`config.mk`:
```
export PLATFORM = sky130hd
export DESIGN_NAME = enc8b10b_multilane
export DESIGN_NICKNAME = d
export VERILOG_FILES = /design/src/rtl/enc8b10b_pkg.sv /design/src/rtl/enc8b10b_lane.sv /design/src/rtl/enc8b10b_multilane.sv
export SDC_FILE = /design/constraint.sdc
export NUM_CORES = 1
export LEC_CHECK = 0
export ABC_CLOCK_PERIOD_IN_PS = 26900
export CAP_MARGIN = 20
export CORE_MARGIN = 5
export CORE_UTILIZATION = 30
export CTS_CLUSTER_DIAMETER = 120
export CTS_CLUSTER_SIZE = 40
export DETAILED_ROUTE_END_ITERATION = 6
export DONT_BUFFER_PORTS = 1
export PLACE_DENSITY = 0.46
export REMOVE_ABC_BUFFERS = 1
export SLEW_MARGIN = 30
export SYNTH_ARGS = -nofsm -noshare
export SYNTH_HDL_FRONTEND = slang
export SYNTH_HIERARCHICAL = 1
export SYNTH_SLANG_ARGS = --single-unit
```
`constraint.sdc`:
```
create_clock -name clk -period 26.9 [get_ports clk]
set_input_delay 8.07 -clock clk [delete_from_list [all_inputs] [get_ports clk]]
set_output_delay 8.07 -clock clk [all_outputs]
set_load 0.01 [all_outputs]
```
`src/rtl/enc8b10b_pkg.sv`:
```
// enc8b10b_pkg
// Shared 8b/10b code tables and helpers for the multilane encoder.
// Code groups use a-first bit order: a 6-bit sub-block is {a,b,c,d,e,i} with a
// as the MSB, and a 4-bit sub-block is {f,g,h,j} with f as the MSB.
// Tables hold the RD- form. The RD+ form is the bitwise complement for every
// unbalanced sub-block, and also for the balanced D.7 (111000/000111) and
// D.x.3 (1100/0011) entries.
package enc8b10b_pkg;

  localparam logic [7:0] K28_5      = 8'hBC;
  localparam logic [9:0] K28_5_RDN  = 10'h0FA;
  localparam logic [9:0] K28_5_RDP  = 10'h305;
  localparam logic [3:0] ALT7_RDN   = 4'b0111;

  // 5b/6b data table, RD- column.
  function automatic logic [5:0] enc6_neg(input logic [4:0] x);
    logic [5:0] c;
    case (x)
      5'd0:  c = 6'b100111;
      5'd1:  c = 6'b011101;
      5'd2:  c = 6'b101101;
      5'd3:  c = 6'b110001;
      5'd4:  c = 6'b110101;
      5'd5:  c = 6'b101001;
      5'd6:  c = 6'b011001;
      5'd7:  c = 6'b111000;
      5'd8:  c = 6'b111001;
      5'd9:  c = 6'b100101;
      5'd10: c = 6'b010101;
      5'd11: c = 6'b110100;
      5'd12: c = 6'b001101;
      5'd13: c = 6'b101100;
      5'd14: c = 6'b011100;
      5'd15: c = 6'b010111;
      5'd16: c = 6'b011011;
      5'd17: c = 6'b100011;
      5'd18: c = 6'b010011;
      5'd19: c = 6'b110010;
      5'd20: c = 6'b001011;
      5'd21: c = 6'b101010;
      5'd22: c = 6'b011010;
      5'd23: c = 6'b111010;
      5'd24: c = 6'b110011;
      5'd25: c = 6'b100110;
      5'd26: c = 6'b010110;
      5'd27: c = 6'b110110;
      5'd28: c = 6'b001110;
      5'd29: c = 6'b101110;
      5'd30: c = 6'b011110;
      default: c = 6'b101011;
    endcase
    return c;
  endfunction

  // 3b/4b data table (primary D.x.P7 for y=7), RD- column.
  function automatic logic [3:0] enc4_neg(input logic [2:0] y);
    logic [3:0] c;
    case (y)
      3'd0: c = 4'b1011;
      3'd1: c = 4'b1001;
      3'd2: c = 4'b0101;
      3'd3: c = 4'b1100;
      3'd4: c = 4'b1101;
      3'd5: c = 4'b1010;
      3'd6: c = 4'b0110;
      default: c = 4'b1110;
    endcase
    return c;
  endfunction

  // 3b/4b control table for K.28.y, RD- column; RD+ is always the complement.
  function automatic logic [3:0] enc4k_neg(input logic [2:0] y);
    logic [3:0] c;
    case (y)
      3'd0: c = 4'b1011;
      3'd1: c = 4'b0110;
      3'd2: c = 4'b1010;
      3'd3: c = 4'b1100;
      3'd4: c = 4'b1101;
      3'd5: c = 4'b0101;
      3'd6: c = 4'b1001;
      default: c = 4'b0111;
    endcase
    return c;
  endfunction

  function automatic logic bal6(input logic [5:0] c);
    logic [2:0] n;
    n = 3'd0;
    for (int i = 0; i < 6; i++) n = n + {2'b00, c[i]};
    return n == 3'd3;
  endfunction

  function automatic logic bal4(input logic [3:0] c);
    logic [2:0] n;
    n = 3'd0;
    for (int i = 0; i < 4; i++) n = n + {2'b00, c[i]};
    return n == 3'd2;
  endfunction

  function automatic logic is_legal_k(input logic [7:0] b);
    logic [4:0] x;
    x = b[4:0];
    return (x == 5'd28) ||
           ((b[7:5] == 3'd7) &&
            ((x == 5'd23) || (x == 5'd27) || (x == 5'd29) || (x == 5'd30)));
  endfunction

  // D.x.A7 avoids a run of five equal bits across the 6b/4b boundary.
  function automatic logic use_a7(input logic [4:0] x, input logic rd);
    if (rd) return (x == 5'd11) || (x == 5'd13) || (x == 5'd14);
    else    return (x == 5'd17) || (x == 5'd18) || (x == 5'd20);
  endfunction

endpackage

```
`src/rtl/enc8b10b_lane.sv`:
```
// enc8b10b_lane
// Combinational single-symbol 8b/10b encoder.
// Ports:
//   data   [7:0] input byte, {Y[2:0], X[4:0]}
//   k            control-character flag
//   rd_in        running disparity before this symbol (1 = RD+)
//   code   [9:0] {abcdei, fghj}
//   rd_out       running disparity after this symbol
//   kerr         k set on a byte that is not a legal control character;
//                such bytes are encoded as the D code of the same value
module enc8b10b_lane
  import enc8b10b_pkg::*;
(
  input  logic [7:0] data,
  input  logic       k,
  input  logic       rd_in,
  output logic [9:0] code,
  output logic       rd_out,
  output logic       kerr
);

  logic [4:0] x;
  logic [2:0] y;
  logic       k_ok;
  logic       k28;
  logic [5:0] c6_neg;
  logic [5:0] c6;
  logic       cmp6;
  logic       rd_mid;
  logic [3:0] c4_neg;
  logic [3:0] c4;
  logic       cmp4;

  assign x = data[4:0];
  assign y = data[7:5];

  always_comb begin
    k_ok   = k && is_legal_k(data);
    kerr   = k && !k_ok;
    k28    = k_ok && (x == 5'd28);

    c6_neg = k28 ? 6'b001111 : enc6_neg(x);
    cmp6   = !bal6(c6_neg) || (x == 5'd7);
    c6     = (rd_in && cmp6) ? ~c6_neg : c6_neg;
    rd_mid = bal6(c6) ? rd_in : ~rd_in;

    // The 3b/4b choice depends on the disparity left by the 6b sub-block.
    if (k28) begin
      c4_neg = enc4k_neg(y);
      cmp4   = 1'b1;
    end else if ((y == 3'd7) && (k_ok || use_a7(x, rd_mid))) begin
      c4_neg = ALT7_RDN;
      cmp4   = 1'b1;
    end else begin
      c4_neg = enc4_neg(y);
      cmp4   = !bal4(c4_neg) || (y == 3'd3);
    end
    c4     = (rd_mid && cmp4) ? ~c4_neg : c4_neg;
    rd_out = bal4(c4) ? rd_mid : ~rd_mid;

    code   = {c6, c4};
  end

endmodule

```
`src/rtl/enc8b10b_multilane.sv`:
```
// enc8b10b_multilane
// LANES-wide 8b/10b encoder with a two-stage valid/ready pipeline.
// Disparity chains lane 0 -> lane LANES-1 inside a word and is carried between
// words in rd_q. rd_set overrides rd_q; a word encoded in the same cycle still
// uses the old disparity.
// Ports:
//   clk, rst_n          clock, async active-low reset
//   s_data/s_k/s_valid  input word (lane i at s_data[8i+:8]), s_ready back
//   m_data/m_kerr       encoded word (lane i at m_data[10i+:10]) and illegal-K flags
//   m_valid/m_ready     output handshake
//   m_rd                disparity after the last lane of the current output word
//   rd_set/rd_val       disparity override
module enc8b10b_multilane
  import enc8b10b_pkg::*;
#(
  parameter int LANES   = 2,
  parameter bit RD_INIT = 1'b0
) (
  input  logic                 clk,
  input  logic                 rst_n,
  input  logic [8*LANES-1:0]   s_data,
  input  logic [LANES-1:0]     s_k,
  input  logic                 s_valid,
  output logic                 s_ready,
  output logic [10*LANES-1:0]  m_data,
  output logic                 m_valid,
  input  logic                 m_ready,
  output logic [LANES-1:0]     m_kerr,
  output logic                 m_rd,
  input  logic                 rd_set,
  input  logic                 rd_val
);

  logic                 advance;
  logic                 s1_valid;
  logic [8*LANES-1:0]   s1_data;
  logic [LANES-1:0]     s1_k;
  logic                 rd_q;
  logic [LANES:0]       rd_chain;
  logic [10*LANES-1:0]  enc_data;
  logic [LANES-1:0]     enc_kerr;

  // The whole pipeline moves as one; stage 1 can only load when stage 2 drains.
  assign advance = !m_valid || m_ready;
  assign s_ready = advance;

  assign rd_chain[0] = rd_q;

  for (genvar i = 0; i < LANES; i++) begin : g_lane
    enc8b10b_lane u_lane (
      .data   (s1_data[8*i +: 8]),
      .k      (s1_k[i]),
      .rd_in  (rd_chain[i]),
      .code   (enc_data[10*i +: 10]),
      .rd_out (rd_chain[i+1]),
      .kerr   (enc_kerr[i])
    );
  end

  always_ff @(posedge clk or negedge rst_n) begin
    if (!rst_n) begin
      s1_valid <= 1'b0;
      s1_data  <= '0;
      s1_k     <= '0;
      m_valid  <= 1'b0;
      m_data   <= '0;
      m_kerr   <= '0;
      m_rd     <= RD_INIT;
    end else if (advance) begin
      s1_valid <= s_valid;
      s1_data  <= s_data;
      s1_k     <= s_k;
      m_valid  <= s1_valid;
      m_data   <= enc_data;
      m_kerr   <= enc_kerr;
      if (s1_valid) m_rd <= rd_chain[LANES];
    end
  end

  // Override wins over the word update; bubbles leave disparity untouched.
  always_ff @(posedge clk or negedge rst_n) begin
    if (!rst_n)                    rd_q <= RD_INIT;
    else if (rd_set)               rd_q <= rd_val;
    else if (advance && s1_valid)  rd_q <= rd_chain[LANES];
  end

endmodule

```
# Word-level counts from Yosys, hierarchy flattened
# Memories as Yosys holds them, arrays and structs flattened.
# Index checks and enable logic that the tools add are counted.
word_totals:
  ff_bits: 44
  romBits: 384
  inputBits: 24
  wordCells: 177
  mem_count: 2
memory_table:
  columns: ["memory", "words", "width", "rd", "rd_ports_with_merged_regs", "wr", "line_no", "text"]
  rows:
  - ["(name not given)", 32, 6, 1, 0, 0, "enc8b10b_pkg.sv:18", "case (x)"]
  - ["(name not given)", 32, 6, 1, 0, 0, "enc8b10b_pkg.sv:18", null]
op_classes:
  add_sub_neg: 32
  n_eq_ne: 46
  mux: 32
  bitwise: 8
  n_reduce_logical: 49
op_table:
  columns: ["cell", "count"]
  rows:
  - ["4-bit one-hot mux with 7 select lines", 4]
  - ["5-bit == test, second input constant", 16]
  - ["3-bit by 1-bit adder with 3-bit output", 24]
  - ["4-bit two-way mux", 10]
  - ["3-bit by 2-bit == test with 1-bit output, second input constant", 12]
  - ["5-bit by 4-bit == test with 1-bit output, second input constant", 6]
  - ["3-bit == test, second input constant", 8]
  - ["6-bit two-way mux", 4]
  - ["1-bit logical OR", 23]
  - ["1-bit by 1-bit adder with 2-bit output", 8]
  - ["1-bit logical AND", 15]
  - ["1-bit two-way mux", 14]
  - ["6-bit inverter", 2]
  - ["5-bit by 3-bit == test with 1-bit output, second input constant", 2]
  - ["4-bit inverter", 2]
  - ["1-bit logical NOT", 7]
  - ["3-bit by 1-bit == test with 1-bit output, second input constant", 2]
  - ["3-bit logical NOT", 2]
  - ["1-bit inverter", 4]
  - ["2-bit AND reduction", 1]
  - ["2-bit nonzero test", 1]

# Logic depth before layout (Yosys ltp)
depth:
  ltp_word: 79
  depth_mapped: 58

# By module
# Netlist, hierarchy kept.
modules_own_cells:
  columns: ["mod", "n_inst", "cells_per_inst", "area_each_um2", "seq_area_each_um2"]
  rows:
  - ["enc8b10b_multilane", 1, 98, 1823.0, 1101.1]
  - ["enc8b10b_lane at g_lane[1].u_lane", 1, 159, 1311.3, 0.0]
  - ["enc8b10b_lane at g_lane[0].u_lane", 1, 163, 1233.7, 0.0]

# Worst setup path before layout
# OpenSTA, ideal clock, no wires.
synth_timing:
  path_kind: "in2out"
  start: "input m_ready"
  end: "output s_ready"
  arrival_time_ps: 8466
  required_time_ps: 18830
  path_slack_ps: 10364
  stages: 3
  cell_sequence: "nand2b_4 -> buf_6 -> buf_6"
synth_between:
  elab_chain_cells: 1
synth_lines:
  columns: ["item", "line_no", "text"]
  rows:
  - ["start: declaration", "enc8b10b_multilane.sv:27", "input logic m_ready,"]
  - ["1-bit logical OR", "enc8b10b_multilane.sv:44", "assign advance = !m_valid || m_ready;"]
  - ["end: declaration", "enc8b10b_multilane.sv:24", "output logic s_ready,"]
# Every way passes these cells.

# Final worst setup path
# Ends and elaborated chain as after synthesis.

==> impl_metrics.tcl <==
set metrics [dict create \
    status "completed" \
    hold_viol_final 0 \
    max-slew-margin-rel_pct 43.0 \
    dpl_cell_area_um2 4420 \
    worst_r2r_path_depth 53 \
    synth.top_cells.by_count "44 x sky130_fd_sc_hd__dfrtp_1, 37 x sky130_fd_sc_hd__mux2_4, 32 x sky130_fd_sc_hd__ha_1, 26 x sky130_fd_sc_hd__inv_1, 23 x sky130_fd_sc_hd__nand2_1" \
    holdPathEnd "m_rd$_DFFE_PN0P_" \
    die_area_um2 17100 \
    post_drt_wl_per_cell_um 16.0 \
    clk_pin_slew_worst_paths_ps 60 \
    crit_path_top_delay_cell "sky130_fd_sc_hd__nand2b_4" \
    period_minus_slack_ps 16300 \
    route.final.wire_length_mm 9.46 \
    stdcell_area_um2 4570 \
    max-clock-path-buffers 2 \
    min-delay-start "m_rd$_DFFE_PN0P_" \
    finalCritPeriodShare_pct 60.6 \
    ys_seq_area_share_pct 25.2 \
    clk_latency_ps 300 \
    cts_tree "done" \
    setup-tns-final_ps 0 \
    worstReg2RegStart "s1_data[3]$_DFFE_PN0P_" \
    dp_slack_ps 10590 \
    die_h_um 131 \
    num_io_pins 49 \
    drt_first_iter_violations 183 \
    gp_congestion 0.797 \
    post-cts-setup-buffer-count 0 \
    timing.critical_path.max_delay_family "simple AND/OR/NAND/NOR gates" \
    drive_above_1_share_pct 20.0 \
    die-width_um 131 \
    yosys.area.top_type "sky130_fd_sc_hd__dfrtp_1" \
    core-area_um2 14400 \
    via_per_inst 5.08 \
    n_antenna_cell 0 \
    synth-async-reset-ratio_pct 100 \
    final_antenna_net_count 0 \
    timing.rr.end "rd_q$_DFFE_PN0P_" \
    final-max-slew-violation-count 0 \
    finalClockSkew_ps 7.61 \
    grt_setup_unrepaired "false" \
    critical_path.endpoint_type "output port" \
    cts.htree.levels 2 \
    cp_cell_sequence "nand2b_4" \
    class_of_the_tightest_hold_or_removal_check "register to register" \
    cts-resized-gates 0 \
    antenna_found_initial 0 \
    synth-seq-cells 44 \
    synth_edf_count 0 \
    clk_root_buffer_cell "sky130_fd_sc_hd__clkbuf_16" \
    hold_buffers 0 \
    grt_usage_pct 11.6 \
    worstSetupPathType "primary input to output port" \
    grt_first_pass_wirelength_mm 15.4 \
    ys_types 73 \
    timing.reg2reg.setup_slack_ps 12780 \
    netlist_area_um2 4370 \
    clock.fmax_mhz 61.3 \
    final.fill_count 1498 \
    fp-row-count 44 \
    globalRoute.totalOverflow 0 \
    synthToLayoutAreaGrowth_pct 4.64 \
    io_buffer_count 0 \
    crit_path_max_incr_delay_ps 160 \
    timing_worst_slew_pin_value_ps 855 \
    post-synth-top-count-cell "sky130_fd_sc_hd__dfrtp_1" \
    via_count_of_the_first_global_routing_pass 2981 \
    final-setup-viol-count 0 \
    dp.cells 582 \
    tritoncts_num_sinks 44 \
    post_synth.cell_area_avg_um2 10.4 \
    worst_slack_ps 10600 \
    first_pass_iters 4 \
    finish.cell_count_without_fillers 590 \
    synth-main-ff-cell "sky130_fd_sc_hd__dfrtp_1" \
    ys.warnings.count 6 \
    max_cap_viol_count 0 \
    vias 2997 \
    cp_data_arrival_time_ps 8230 \
    final_nets 475 \
    yosys_top_cell_area_share_pct 25.2 \
    cts_buffers 5 \
    cp_data_required_time_ps 18830 \
    grt_max_degree 46 \
    detailedPlacementHpwl_mm 6.93 \
    startpoint_class_of_the_critical_path "primary input" \
    drt_drc_violations_left 0 \
    syn_inst 420 \
    floorplan.initialDensity_pct 30.3 \
    holdPathStages 1 \
    worstPathBufferInverterCount 0 \
    cp_max_fo 2 \
    top_cells_by_area_synth "sky130_fd_sc_hd__dfrtp_1 25%, sky130_fd_sc_hd__mux2_4 13%, sky130_fd_sc_hd__ha_1 9.2%" \
]
==> cells in the final DEF, fill, tap and decap left out, types with 7 or more instances in the layout <==
cell | synthesis | layout
sky130_fd_sc_hd__dfrtp_1 | 44 | 44
sky130_fd_sc_hd__mux2_4 | 37 | 37
sky130_fd_sc_hd__ha_1 | 32 | 32
sky130_fd_sc_hd__inv_1 | 26 | 26
sky130_fd_sc_hd__nand2_1 | 23 | 23
sky130_fd_sc_hd__nor2_1 | 22 | 22
sky130_fd_sc_hd__a21oi_1 | 22 | 22
sky130_fd_sc_hd__o21ai_0 | 18 | 18
sky130_fd_sc_hd__xnor2_1 | 16 | 16
sky130_fd_sc_hd__fa_1 | 14 | 14
sky130_fd_sc_hd__xor2_1 | 12 | 12
sky130_fd_sc_hd__nand3_1 | 11 | 11
sky130_fd_sc_hd__mux2i_1 | 10 | 10
sky130_fd_sc_hd__nand2b_1 | 7 | 7
==> per-stage QoR <==
stage                     hold WS (ps)  util [%]
after global routing               594      31.7
final                              558      31.7
after CTS                          566      31.7
after global placement             546      30.7
after floorplan                    496         -
after detailed placement           551      30.7
==> layout make-up <==
type / instances / area (um2) / share of cell area (%)
clock buffers: 6 / 139 / 3.04
clock inverters: 2 / 10.0 / 0.219
inverters: 27 / 101 / 2.22
multi-input cells: 325 / 2970 / 65.1
flip-flops and latches: 44 / 1100 / 24.1
well taps: 184 / 230 / 5.04
repair buffers: 2 / 15.0 / 0.328
==> kinds of logic (layout without fill, tap and decap cells) <==
kind of cell,count (synthesis),in the layout,share of synthesized area [%]
AO/OA/AOI/OAI,86,86,14.4
buffers and inverters,51,37,6.70
multiplexers,53,53,17.1
XOR/XNOR,30,30,6.36
flip-flops,44,44,25.2
adder cells (fa/ha/maj),46,46,15.6
AND/OR/NAND/NOR,110,110,14.6
==> flip-flops by register name, summed over array words and instances, names as in the netlist <==
register  cells
s1_k          2
s1_data      16
m_valid       1
m_data       20
rd_q          1
m_kerr        2
m_rd          1
s1_valid      1
==> worst max-delay path by stage <==
stage                        from      end  cells after the start
after floorplan           m_ready  s_ready                      1
after global placement    m_ready  s_ready                      1
after detailed placement  m_ready  s_ready                      1
after CTS                 m_ready  s_ready                      1
after global routing      m_ready  s_ready                      1
final                     m_ready  s_ready                      1
==> metal layers <==
layer	global-route usage, %	vias to the layer above	routed length, um
li1	-	1459	-
met1	14.8	1471	4380
met2	18.9	57	4500
met3	2.85	10	401
met4	4.11	0	169
met5	0	-	0
Power is not shown: default switching activity piles up to over one toggle a cycle in this logic, so the estimate is an artifact.
